## src/rtl/data_cache_wb.sv

```systemverilog
// Write-back, write-allocate data cache with round-robin replacement per set.
// One-word lines; a miss runs WRITEBACK (if dirty) -> REFILL_REQ -> REFILL_WAIT -> FILL,
// then the held CPU request hits in IDLE.
module data_cache_wb #(
    parameter int DATA_WIDTH        = 32,
    parameter int SET_ADDRESS_WIDTH = 2,
    parameter int WAYS              = 2,
    parameter int TAG_WIDTH         = DATA_WIDTH - SET_ADDRESS_WIDTH - 2
) (
    input  logic                  CLK,
    input  logic                  RST_N,
    input  logic                  MemRead,
    input  logic                  MemWrite,
    input  logic [DATA_WIDTH-1:0] A,
    input  logic [DATA_WIDTH-1:0] WD,
    input  logic [3:0]            BE,
    output logic [DATA_WIDTH-1:0] RD,
    output logic                  Stall,
    output logic                  MemReqValid,
    output logic                  MemReqWrite,
    output logic [DATA_WIDTH-1:0] MemAddr,
    output logic [DATA_WIDTH-1:0] MemWData,
    input  logic                  MemReqReady,
    input  logic                  MemRValid,
    input  logic [DATA_WIDTH-1:0] MemRData,
    output logic [15:0]           HitCount,
    output logic [15:0]           MissCount
);
    localparam int SETS  = 2 ** SET_ADDRESS_WIDTH;
    localparam int WAY_W = (WAYS > 1) ? $clog2(WAYS) : 1;

    typedef enum logic [2:0] {IDLE, WRITEBACK, REFILL_REQ, REFILL_WAIT, FILL} state_t;
    state_t state, state_nxt;

    logic [WAYS-1:0]       valid_q [SETS];
    logic [WAYS-1:0]       dirty_q [SETS];
    logic [WAY_W-1:0]      ptr_q   [SETS];
    logic [TAG_WIDTH-1:0]  tag_q   [SETS][WAYS];
    logic [DATA_WIDTH-1:0] data_q  [SETS][WAYS];

    logic [WAY_W-1:0]      victim_q;
    logic [DATA_WIDTH-1:0] refill_q;
    logic [15:0]           hit_cnt, miss_cnt;

    logic [TAG_WIDTH-1:0]         a_tag;
    logic [SET_ADDRESS_WIDTH-1:0] a_set;
    logic                         req, is_wr, hit, do_hit, do_miss;
    logic [WAY_W-1:0]             hit_way, vic_way;
    logic                         unused_a;

    assign a_tag     = A[DATA_WIDTH-1:SET_ADDRESS_WIDTH+2];
    assign a_set     = A[SET_ADDRESS_WIDTH+1:2];
    assign unused_a  = ^A[1:0];
    // A simultaneous read+write is handled as a write.
    assign is_wr     = MemWrite;
    assign req       = MemRead | MemWrite;
    assign HitCount  = hit_cnt;
    assign MissCount = miss_cnt;

    function automatic logic [DATA_WIDTH-1:0] merge(input logic [DATA_WIDTH-1:0] old,
                                                    input logic [DATA_WIDTH-1:0] wd,
                                                    input logic [3:0] be);
        merge = old;
        for (int i = 0; i < 4; i++)
            if (be[i]) merge[8*i +: 8] = wd[8*i +: 8];
    endfunction

    // Tag lookup and victim choice; descending scans make the lowest index win.
    always_comb begin
        hit     = 1'b0;
        hit_way = '0;
        vic_way = ptr_q[a_set];
        for (int w = WAYS - 1; w >= 0; w--) begin
            if (valid_q[a_set][w] && tag_q[a_set][w] == a_tag) begin
                hit     = 1'b1;
                hit_way = WAY_W'(w);
            end
            if (!valid_q[a_set][w]) vic_way = WAY_W'(w);
        end
    end

    // Next-state and output decode.
    always_comb begin
        state_nxt   = state;
        Stall       = 1'b0;
        RD          = '0;
        MemReqValid = 1'b0;
        MemReqWrite = 1'b0;
        MemAddr     = '0;
        MemWData    = '0;
        do_hit      = 1'b0;
        do_miss     = 1'b0;
        case (state)
            IDLE: if (req) begin
                if (hit) begin
                    do_hit = 1'b1;
                    if (!is_wr) RD = data_q[a_set][hit_way];
                end else begin
                    do_miss   = 1'b1;
                    Stall     = 1'b1;
                    state_nxt = (valid_q[a_set][vic_way] && dirty_q[a_set][vic_way])
                                ? WRITEBACK : REFILL_REQ;
                end
            end
            WRITEBACK: begin
                Stall       = 1'b1;
                MemReqValid = 1'b1;
                MemReqWrite = 1'b1;
                MemAddr     = {tag_q[a_set][victim_q], a_set, 2'b00};
                MemWData    = data_q[a_set][victim_q];
                if (MemReqReady) state_nxt = REFILL_REQ;
            end
            REFILL_REQ: begin
                Stall       = 1'b1;
                MemReqValid = 1'b1;
                MemAddr     = {a_tag, a_set, 2'b00};
                if (MemReqReady) state_nxt = REFILL_WAIT;
            end
            REFILL_WAIT: begin
                Stall = 1'b1;
                if (MemRValid) state_nxt = FILL;
            end
            FILL: begin
                Stall     = 1'b1;
                state_nxt = IDLE;
            end
            default: state_nxt = IDLE;
        endcase
        // Outputs read as idle while reset is held, even with a request pending.
        if (!RST_N) begin
            Stall = 1'b0;
            RD    = '0;
        end
    end

    // Control state: FSM, metadata bits, counters, refill capture.
    always_ff @(posedge CLK or negedge RST_N) begin
        if (!RST_N) begin
            state    <= IDLE;
            victim_q <= '0;
            refill_q <= '0;
            hit_cnt  <= '0;
            miss_cnt <= '0;
            for (int s = 0; s < SETS; s++) begin
                valid_q[s] <= '0;
                dirty_q[s] <= '0;
                ptr_q[s]   <= '0;
            end
        end else begin
            state <= state_nxt;
            if (do_hit && hit_cnt != 16'hFFFF) hit_cnt <= hit_cnt + 16'd1;
            if (do_miss && miss_cnt != 16'hFFFF) miss_cnt <= miss_cnt + 16'd1;
            if (do_miss) victim_q <= vic_way;
            if (state == REFILL_WAIT && MemRValid) refill_q <= MemRData;
            if (do_hit && is_wr) dirty_q[a_set][hit_way] <= 1'b1;
            if (state == FILL) begin
                valid_q[a_set][victim_q] <= 1'b1;
                dirty_q[a_set][victim_q] <= is_wr;
                if (victim_q == ptr_q[a_set])
                    ptr_q[a_set] <= (ptr_q[a_set] == WAY_W'(WAYS - 1)) ? '0 : ptr_q[a_set] + 1'b1;
            end
        end
    end

    // Tag/data arrays are not reset; only IDLE hits and FILL write them.
    always_ff @(posedge CLK) begin
        if (do_hit && is_wr)
            data_q[a_set][hit_way] <= merge(data_q[a_set][hit_way], WD, BE);
        if (state == FILL) begin
            tag_q[a_set][victim_q]  <= a_tag;
            data_q[a_set][victim_q] <= is_wr ? merge(refill_q, WD, BE) : refill_q;
        end
    end
endmodule

```

## config.mk

```make
export PLATFORM = sky130hd
export DESIGN_NAME = data_cache_wb
export DESIGN_NICKNAME = d
export VERILOG_FILES = /design/src/rtl/data_cache_wb.sv
export SDC_FILE = /design/constraint.sdc
export NUM_CORES = 1
export LEC_CHECK = 0
export CORE_MARGIN = 2
export CORE_UTILIZATION = 50
export CTS_CLUSTER_SIZE = 28
export DETAILED_ROUTE_END_ITERATION = 8
export GPL_ROUTABILITY_DRIVEN = 0
export HOLD_SLACK_MARGIN = 0.12
export PLACE_DENSITY = 0.74
export SYNTH_ARGS = -nofsm -noshare
export SYNTH_HDL_FRONTEND = slang
export SYNTH_SLANG_ARGS = --single-unit
```

## constraint.sdc

```tcl
create_clock -name CLK -period 4.45 [get_ports CLK]
set_input_delay 1.1125 -clock CLK [delete_from_list [all_inputs] [get_ports CLK]]
set_output_delay 1.1125 -clock CLK [all_outputs]
set_load 0.02 [all_outputs]
```

==> metrics <==
peak supply drop=approximately 0.00035 V; HPWL after DPL=about 46 mm; R2R Path End=data_q[0][3]; DRC viols=0; Worst-Skew Late Latency=around 0.62 ns; Setup TNS=-27.14 ns; worst path cell trace=buf_16, buf_6, buf_8, mux4_2, xnor2_2, nand4_1, a2111oi_4, nand4b_1, buf_4, nor2b_4, buf_6, buf_16, buf_16, mux2i_4, nor2_2, buf_6; max-slew violation count=0; result of the run=complete, but fails checks; Max-Cap Viols=0; CTS tree=done; Routed WL=~74 mm; die width=228 µm; met2 capacity usage during global routing=47.0%; Final Hold Fails=0; r2r startpoint=tag_q[3][13]; Post-Synth XOR/XNOR Area=2.83%; Port Buf Inserts=between 200 and 250; Adder-Cell Fraction of Synth Area=0.100%; clk slew on worst S/H paths=roughly 0.06 ns; Post-synth EDFFs=between 400 and 500; Post-DRT Antenna Nets=0; Hold Crit Class=flip-flop to flip-flop; Via-to-Cell Ratio=approximately 6; worst path required time=roughly 3.3 ns; worst path bufs/invs=8; Final period util=121%; post-route cell area=34000 µm²; Final WS setup=-0.917 ns; core area=approximately 50000 µm²; slack of the worst reg-to-reg path=~0.57 ns; io pins=approximately 240; Finish-stage setup viols=33; Place WS=-1.38 ns; main combinational cell family by area after synthesis=multiplexers; vias in the first global route=18.1k; Levels on crit path=16; share of post-route cells with drive strength above 1=a little under a third; R2R cell count=17; Post-Synth Simple-Gate Area=around 7.9%; post-synthesis mux area share=14.2%; Cells after Synth=1685; Initial Utilization=roughly 50%; pwr/cell area=436 nW/µm²; syn avg cell area=around 15 µm²; first-pass GRT wire length=approximately 110 mm; RSZ-0062 raised after global routing=true; Startpoint Class=input port; Starting DRT DRC Count=2163; Crit Path Category=input port to output pin; via total after detailed routing=~18k; Global Route met3 Usage=~4.3%; Die H=228 µm; CP max FO=8; Distinct cells, synth=67; failing checks=negative setup slack; nets@finish=roughly 2.3k; Worst setup EP type=output pin; Largest delay share family, worst path=buffers and inverters; CTS max path bufs=3; largest net degree at the start of global routing=54; CTS root buf=clkbuf_16; Area Overhead vs Synth=35.9%; DIE AREA=51900 µm²; CTS Hold Buffers Added=0; final core occ=roughly two thirds; Arr. time, crit path=~4.3 ns; Crit. Startpoint=A[2]; YS warnings=0; #FFs+latches synth=about 570; Pleak=12.7 nW; met1 Track Usage GR=approximately 36%; async set-or-reset flop fraction in the synthesized netlist=between 15 and 20%; Global Route Usage Sum=between 20% and 30%; synthesized area=about 25000 µm²; H-tree depth=2; num rows=just over 80; initial antenna violation count=1; Area after DPL=between 30000 and 40000 µm²; GR peak layer=met2; final hold slack=around 0.47 ns; Worst Tran Pin Value=1.24 ns; Tmin final=roughly 5.4 ns; first drt pass iteration count=6; slowest stage cell, crit path=mux4_2; CTS Buf Count=56; Final Skew=~0.033 ns; Main synth FF type=edfxtp_1; Slew headroom=between 10% and 20%; sequential area share after synthesis=66.4%; CTS sink count=~570; Largest stage delay, worst path=between 0.5 and 0.6 ns; grt ovf=0; fmax=approximately 190 MHz; DR WL/cell=roughly 25 µm; Worst setup endpoint=RD[29]; post-synthesis compound-gate area fraction=under 10%
## cells in the mapped netlist, types with 10 or more instances
| cell | instances | share of area (%) |
|---|---|---|
| buf_1 | 14 | 0.21 |
| mux2i_1 | 80 | 3.2 |
| edfxtp_1 | 480 | 58 |
| clkbuf_1 | 57 | 0.85 |
| nand2_1 | 245 | 3.7 |
| o22ai_1 | 67 | 1.7 |
| inv_1 | 10 | 0.15 |
| xor2_1 | 13 | 0.45 |
| nor2_1 | 83 | 1.2 |
| buf_6 | 10 | 0.45 |
| and3_1 | 10 | 0.25 |
| dfrtp_1 | 88 | 8.8 |
| nand4_1 | 19 | 0.47 |
| a21oi_1 | 149 | 3.0 |
| o21ai_0 | 35 | 0.70 |
| nand3_1 | 25 | 0.50 |
| mux4_2 | 117 | 11 |
| or2_2 | 13 | 0.32 |
| xnor2_1 | 68 | 2.4 |
## how the worst min path moves through the flow
stage / start / endpoint / slack (ns) / depth (start not counted)
floorplan: valid_q[2] / valid_q[2] / 0.43 / 1
global placement: ptr_q[1] / ptr_q[1] / 0.44 / 1
detailed placement: valid_q[0] / valid_q[0] / 0.46 / 1
CTS: valid_q[0] / valid_q[0] / 0.47 / 1
global route: valid_q[0] / valid_q[0] / 0.49 / 1
finish: valid_q[6] / valid_q[6] / 0.47 / 1
## flip-flops by register name (all words and copies together) (netlist names)
signal	count
HitCount	16
MissCount	16
data_q	256
dirty_q	8
ptr_q	4
refill_q	32
state	3
tag_q	224
valid_q	8
victim_q	1
## metrics by stage
step | cells | power, mW
CTS | 2900 | 14.8
finish | 2931 | 14.8
global placement | 2750 | 9.39
detailed placement | 2750 | 9.48
floorplan | 1686 | 8.04
global route | 2931 | 15.3
## report_power, final
part,switching [mW],total (mW),internal [mW]
Sequential,0.239,6.36,6.12
Combinational,1.85,3.19,1.35
Clock,2.01,5.28,3.28
## cell type report
cell class,instances,area [µm²]
antenna,1,2.50
clock buffer,71,1520
clock inverter,33,552
fill,3133,15700
inverter,12,45.0
multi-input combinational,1018,8810
sequential,568,16600
tap,672,841
timing repair buffer,556,5650
## metal layers
metal | vias to the layer above | wire length (µm)
li1 | 7582 | -
met1 | 9025 | 27700
met2 | 1111 | 37000
met3 | 228 | 6080
met4 | 0 | 2940
met5 | - | 0
## what timing repair did
action                                  CTS  global route
gates cloned                              6             3
pin swaps                                19            25
endpoints found under the setup margin   72           128
resized for setup                       297            68
buffers inserted                         41            27
## cell usage in the layout, fill, tap and decap left out, drive strengths merged, types with 3 or more instances in the layout
master | netlist | final
edfxtp | 480 | 480
buf | 31 | 355
nand2 | 245 | 245
clkdlybuf4s50 | 0 | 159
a21oi | 149 | 149
mux4 | 117 | 117
dfrtp | 88 | 88
nor2 | 83 | 83
mux2i | 81 | 81
clkbuf | 57 | 75
xnor2 | 68 | 68
o22ai | 67 | 67
o21ai | 35 | 35
nand3 | 25 | 25
dlygate4sd2 | 0 | 20
nand4 | 20 | 20
clkinv | 1 | 18
bufinv | 0 | 15
dlymetal6s2s | 0 | 15
xor2 | 13 | 13
or2 | 13 | 13
inv | 11 | 12
and3 | 10 | 10
mux2 | 8 | 8
nand4b | 7 | 7
nor3 | 7 | 7
and2 | 6 | 6
nand2b | 5 | 5
a41oi | 5 | 5
o31a | 4 | 4
nor4 | 4 | 4
a2bb2oi | 3 | 3
or3 | 3 | 3
and4 | 3 | 3
bufbuf | 0 | 3
a211oi | 3 | 3
a2111oi | 3 | 3
or4 | 3 | 3
## logic make-up after synthesis
family,after synthesis
adder cells (fa/ha/maj),2
buffers and inverters,100
flip-flops,568
XOR/XNOR,81
multiplexers,206
AND/OR/NAND/NOR,440
AO/OA/AOI/OAI,287
other,1
No activity file was read; power rests on OpenSTA's default activity.
